### src/rtl/wb_debug_serializer.sv
// rtl/wb_debug_serializer.sv - dual-lane retire events serialized onto the single-lane debug_wb port
// Optional macro WB_DEBUG_DROP_X0_EN: only events writing a nonzero register are enqueued and emitted.
module wb_debug_serializer #(
  parameter  int DEPTH = 8,
  localparam int PTR_W = $clog2(DEPTH)
) (
  input  logic        soc_clk,
  input  logic        resetn,
  input  logic        wb0_valid,
  input  logic [63:0] wb0_pc,
  input  logic        wb0_rf_wen,
  input  logic [4:0]  wb0_rf_wnum,
  input  logic [63:0] wb0_rf_wdata,
  input  logic        wb1_valid,
  input  logic [63:0] wb1_pc,
  input  logic        wb1_rf_wen,
  input  logic [4:0]  wb1_rf_wnum,
  input  logic [63:0] wb1_rf_wdata,
  output logic        wb_stall,
  output logic [63:0] debug_wb_pc,
  output logic [7:0]  debug_wb_rf_wen,
  output logic [4:0]  debug_wb_rf_wnum,
  output logic [63:0] debug_wb_rf_wdata,
  output logic [31:0] retire_cnt,
  output logic        overflow
);

  localparam int CNT_W = PTR_W + 1;

  logic [63:0]      r_pc_mem    [DEPTH];
  logic             r_wen_mem   [DEPTH];
  logic [4:0]       r_wnum_mem  [DEPTH];
  logic [63:0]      r_wdata_mem [DEPTH];

  logic [PTR_W-1:0] r_head;
  logic [PTR_W-1:0] r_tail;
  logic [CNT_W-1:0] r_count;
  logic             r_stall;
  logic             r_overflow;
  logic [63:0]      r_dbg_pc;
  logic [7:0]       r_dbg_wen;
  logic [4:0]       r_dbg_wnum;
  logic [63:0]      r_dbg_wdata;
  logic [31:0]      r_retire_cnt;

  logic             w_pop;
  logic             w_req0;
  logic             w_req1;
  logic             w_acc0;
  logic             w_acc1;
  logic             w_drop;
  logic [CNT_W-1:0] w_free;
  logic [CNT_W-1:0] w_next_count;
  logic [PTR_W-1:0] w_tail1;
  logic [4:0]       w_wnum0;
  logic [4:0]       w_wnum1;
  logic [63:0]      w_wdata0;
  logic [63:0]      w_wdata1;

  always_comb begin
    w_pop = (r_count != '0);
`ifdef WB_DEBUG_DROP_X0_EN
    w_req0 = wb0_valid && wb0_rf_wen && (wb0_rf_wnum != 5'd0);
    w_req1 = wb1_valid && wb1_rf_wen && (wb1_rf_wnum != 5'd0);
`else
    w_req0 = wb0_valid;
    w_req1 = wb1_valid;
`endif
    // The slot popped this edge is reusable by a push on the same edge.
    w_free       = CNT_W'(DEPTH) - r_count + CNT_W'(w_pop);
    w_acc0       = w_req0 && (w_free != '0);
    w_acc1       = w_req1 && (w_free > CNT_W'(w_acc0));
    w_drop       = (w_req0 && !w_acc0) || (w_req1 && !w_acc1);
    w_next_count = r_count + CNT_W'(w_acc0) + CNT_W'(w_acc1) - CNT_W'(w_pop);
    w_tail1      = r_tail + PTR_W'(w_acc0);
    // Non-writing events carry zeroed wnum/wdata so nothing undefined reaches the port.
    w_wnum0      = wb0_rf_wen ? wb0_rf_wnum  : 5'd0;
    w_wnum1      = wb1_rf_wen ? wb1_rf_wnum  : 5'd0;
    w_wdata0     = wb0_rf_wen ? wb0_rf_wdata : 64'd0;
    w_wdata1     = wb1_rf_wen ? wb1_rf_wdata : 64'd0;
  end

  always_ff @(posedge soc_clk) begin
    if (w_acc0) begin
      r_pc_mem[r_tail]    <= wb0_pc;
      r_wen_mem[r_tail]   <= wb0_rf_wen;
      r_wnum_mem[r_tail]  <= w_wnum0;
      r_wdata_mem[r_tail] <= w_wdata0;
    end
    if (w_acc1) begin
      r_pc_mem[w_tail1]    <= wb1_pc;
      r_wen_mem[w_tail1]   <= wb1_rf_wen;
      r_wnum_mem[w_tail1]  <= w_wnum1;
      r_wdata_mem[w_tail1] <= w_wdata1;
    end
  end

  always_ff @(posedge soc_clk) begin
    if (!resetn) begin
      r_head       <= '0;
      r_tail       <= '0;
      r_count      <= '0;
      r_stall      <= 1'b0;
      r_overflow   <= 1'b0;
      r_dbg_pc     <= 64'd0;
      r_dbg_wen    <= 8'd0;
      r_dbg_wnum   <= 5'd0;
      r_dbg_wdata  <= 64'd0;
      r_retire_cnt <= 32'd0;
    end else begin
      r_head  <= r_head + PTR_W'(w_pop);
      r_tail  <= r_tail + PTR_W'(w_acc0) + PTR_W'(w_acc1);
      r_count <= w_next_count;
      r_stall <= (w_next_count > CNT_W'(DEPTH - 2));
      if (w_drop) begin
        r_overflow <= 1'b1;
      end
      if (w_pop) begin
        r_dbg_pc     <= r_pc_mem[r_head];
        r_dbg_wen    <= {8{r_wen_mem[r_head]}};
        r_dbg_wnum   <= r_wnum_mem[r_head];
        r_dbg_wdata  <= r_wdata_mem[r_head];
        r_retire_cnt <= r_retire_cnt + 32'd1;
      end else begin
        r_dbg_wen   <= 8'd0;
        r_dbg_wnum  <= 5'd0;
        r_dbg_wdata <= 64'd0;
      end
    end
  end

  assign wb_stall          = r_stall;
  assign overflow          = r_overflow;
  assign debug_wb_pc       = r_dbg_pc;
  assign debug_wb_rf_wen   = r_dbg_wen;
  assign debug_wb_rf_wnum  = r_dbg_wnum;
  assign debug_wb_rf_wdata = r_dbg_wdata;
  assign retire_cnt        = r_retire_cnt;

endmodule

### config.mk
export PLATFORM = sky130hd
export DESIGN_NAME = wb_debug_serializer
export DESIGN_NICKNAME = d
export VERILOG_FILES = /design/src/rtl/wb_debug_serializer.sv
export SDC_FILE = /design/constraint.sdc
export NUM_CORES = 2
export LEC_CHECK = 0
export BUFFER_PORTS_ARGS = -buffer_cell sky130_fd_sc_hd__buf_2
export CAP_MARGIN = 15
export CORE_AREA = 2 2 304 306
export CTS_CLUSTER_SIZE = 16
export DETAILED_ROUTE_END_ITERATION = 10
export DIE_AREA = 0 0 306 308
export PLACE_DENSITY_LB_ADDON = 0.05
export SLEW_MARGIN = 10
export SYNTH_ARGS = -nofsm -noshare
export SYNTH_HDL_FRONTEND = slang
export SYNTH_SLANG_ARGS = --single-unit
### constraint.sdc
create_clock -name soc_clk -period 25.6 [get_ports soc_clk]
set_clock_uncertainty 0.1 [all_clocks]
set_input_delay 0 -clock soc_clk [delete_from_list [all_inputs] [get_ports soc_clk]]
set_output_delay 0 -clock soc_clk [all_outputs]
set_load 0.02 [all_outputs]
==> metrics.cfg <==
[status]
status = finished clean

[clock_network]
cts_buffers = 135
cts_resized = 0
clk_latency_ns = 0.73
cts.path.max_buffers = 3
cts_setup_buffers = 0
path_clk_slew_ns = 0.06
cts_tree = built
cts.sinks = 1250
htree_levels = 4
cts_root_buffer = clkbuf_16

[final_layout]
synthToLayoutAreaGrowth_pct = 19.7
final_cell_count_no_fill = 5615
nFillCells = 5277
final_core_util_pct = 77.0
final_cell_area_um2 = 70100
regArea_um2 = 35800
multi_input_area_um2 = 21700
finalNetCount = 4595
drive_gt1_share_pct = 33.8

[synth]
yosysMostFrequentCell = edfxtp_1
synth-main-ff-cell = edfxtp_1
synthTopCellsByCount = edfxtp_1 (1,072), mux2i_1 (686), mux2_2 (520), mux4_2 (268), dfxtp_1 (178)
postSynthAreaPerCell_um2 = 16.6
ys_seq_elements = 1250
netlist_instances = 3524
synth_top_area_share_pct = 55.0
synth_area_um2 = 58500
async_reset_ff_share_pct = 0
syn_nets = 3811
synth_area_leaders = edfxtp_1 (55%), mux2i_1 (12%), mux4_2 (10%)
synth-edff-count = 1072
seq_area_frac_synth_pct = 61.1
yosys_warnings = 0
yosysTopAreaCell = edfxtp_1
ys_types = 41

[power]
ir_drop_uv = 176
leakagePower_nw = 25.9
power.density_nw_per_um2 = 107
power_mw = 7.48

[sta]
setup_ws_ns = 18.88
setup_viol = 0
fmax_mhz = 149
whs_ns = 0.0564
finalCritPeriodShare_pct = 26.2
setup_tns_ns = 0
maxSlewViolCount = 0
tightestPinTransition_ns = 1.17
rsz0062_at_grt = no
maxSlewHeadroom_pct = 21.8
hold_viol = 0
fin_crit_ns = 6.72

[floorplan]
die_area_um2 = 94200
design.core.area_um2 = 91000
die-width_um = 306
start_util_pct = 64.3
row_count = 111
io_pins = 447
fp.dieH_um = 308

[worst_setup_path]
r2r_start = r_count[1]$_SDFF_PN0_
worstPathMaxFanout = 54
critPathRequiredTime_ns = 25.98
cp-start-kind = flip-flop
r2r_end = r_pc_mem[2][0]$_DFFE_PP_
cp-end-kind = flip-flop
r2r_cells = 15
regToRegSetupSlack_ns = 18.88
critPathArrivalTime_ns = 7.10
path_class = reg2reg

[global_route]
grt_pass1_vias = 38500
grt_overflow = 0
grt_pass1_wl_um = 235000
grt_use_total_pct = 33.5
antenna_found_initial = 16
grt_max_degree = 135

[placement]
place_ws_ns = 18.97
post_dp_cell_area_um2 = 61700
gp_congestion = 0.830
dp.final_hpwl_um = 81600
port_buffers = 446
dpl.cell_count = 4954

[routing]
drt_iter0_drc = 4014
wirelength_um = 157000
ant_nets = 0
drc = 0
drt-wirelength-per-cell_um = 28.0
viasPerCell = 6.47
vias = 36300
first_pass_iters = 5

[worst_hold_path]
whs_endpoint = r_wdata_mem[1][28]$_DFFE_PP_
hp-class = in2reg
holdCritStartpoint = wb0_rf_wen
hold_depth = 3

[run]
cap_violations = 0

==> cell usage in the layout, fill, tap and decap left out, drive strengths merged, types with 29 or more instances in the layout <==
cell	netlist	routed
clkinv	1	29
mux4	268	268
dlygate4sd3	0	403
and2	37	37
nand2	159	159
buf	158	495
edfxtp	1072	1072
nor2	82	82
mux2	520	520
mux2i	686	686
o21ai	70	70
a21oi	67	67
clkbuf	93	210
dfxtp	178	178
==> metal layers <==
metal | vias to the layer above | part of all wire (%) | global-route usage [%]
li1 | 15500 | - | -
met1 | 18800 | 39 | 44.6
met2 | 1710 | 50 | 56.0
met3 | 322 | 7.3 | 5.36
met4 | 12 | 3.5 | 13.1
met5 | - | 0.051 | 0
==> worst max-delay path by stage <==
stage,start,end,depth (start not counted)
global placement,r_count[1]$_SDFF_PN0_,r_wdata_mem[7][32]$_DFFE_PP_,14
CTS,r_count[1]$_SDFF_PN0_,r_wdata_mem[7][16]$_DFFE_PP_,14
global route,r_count[1]$_SDFF_PN0_,r_wdata_mem[7][34]$_DFFE_PP_,14
detailed placement,r_count[1]$_SDFF_PN0_,r_wdata_mem[7][33]$_DFFE_PP_,14
finish,r_count[1]$_SDFF_PN0_,r_pc_mem[2][0]$_DFFE_PP_,15
floorplan,r_count[1]$_SDFF_PN0_,r_pc_mem[0][0]$_DFFE_PP_,8
==> where the power goes <==
part	internal, mW	switching [mW]	total, mW
logic	1.09	1.45	2.54
registers	2.88	0.195	3.07
clock network	1.10	0.772	1.88
==> worst max-delay path, stage by stage, from the launching register on <==
cell,delay [ns]
dfxtp_1,0.38
inv_1,0.14
ha_1,0.25
xor2_1,0.20
or3_1,0.39
o21ai_0,0.25
inv_1,0.15
ha_1,0.32
nor2_1,0.07
o41ai_4,0.35
nor2_1,0.23
nand2_4,0.54
buf_4,0.97
buf_4,0.95
mux2_2,0.42
dlygate4sd3_1,0.54
==> registers in the layout (all words and copies together), names as in the netlist, 4 cells and up <==
name               flops
retire_cnt            32
r_wen_mem              8
debug_wb_pc           64
debug_wb_rf_wdata     64
debug_wb_rf_wnum       5
r_wnum_mem            40
r_wdata_mem          512
r_pc_mem             512
r_count                4
==> kinds of logic after synthesis <==
family	count (synthesis)	share of synthesized area, %
XOR/XNOR	37	0.554
AND/OR/NAND/NOR	334	2.55
multiplexers	1474	32.0
flip-flops	1250	61.1
AO/OA/AOI/OAI	150	1.38
adder cells (fa/ha/maj)	15	0.346
buffers and inverters	263	2.02
other	1	0.00641
==> layout make-up <==
| cell class | instances | area share [%] |
|---|---|---|
| Timing Repair Buffer | 898 | 9.62 |
| Multi-Input combinational cell | 2011 | 31.0 |
| Clock buffer | 210 | 5.72 |
| Sequential cell | 1250 | 51.1 |
| Inverter | 12 | 0.0679 |
| Antenna cell | 14 | 0.0500 |
| Tap cell | 1186 | 2.12 |
| Clock inverter | 34 | 0.338 |
==> what timing repair did <==
| item | 4_1_cts | 5_1_grt |
|---|---|---|
| hold endpoints to repair | 1113 | 0 |
| hold buffers | 403 | 0 |
| setup endpoints to repair | 0 | 0 |
(Power assumes the default switching activity.)
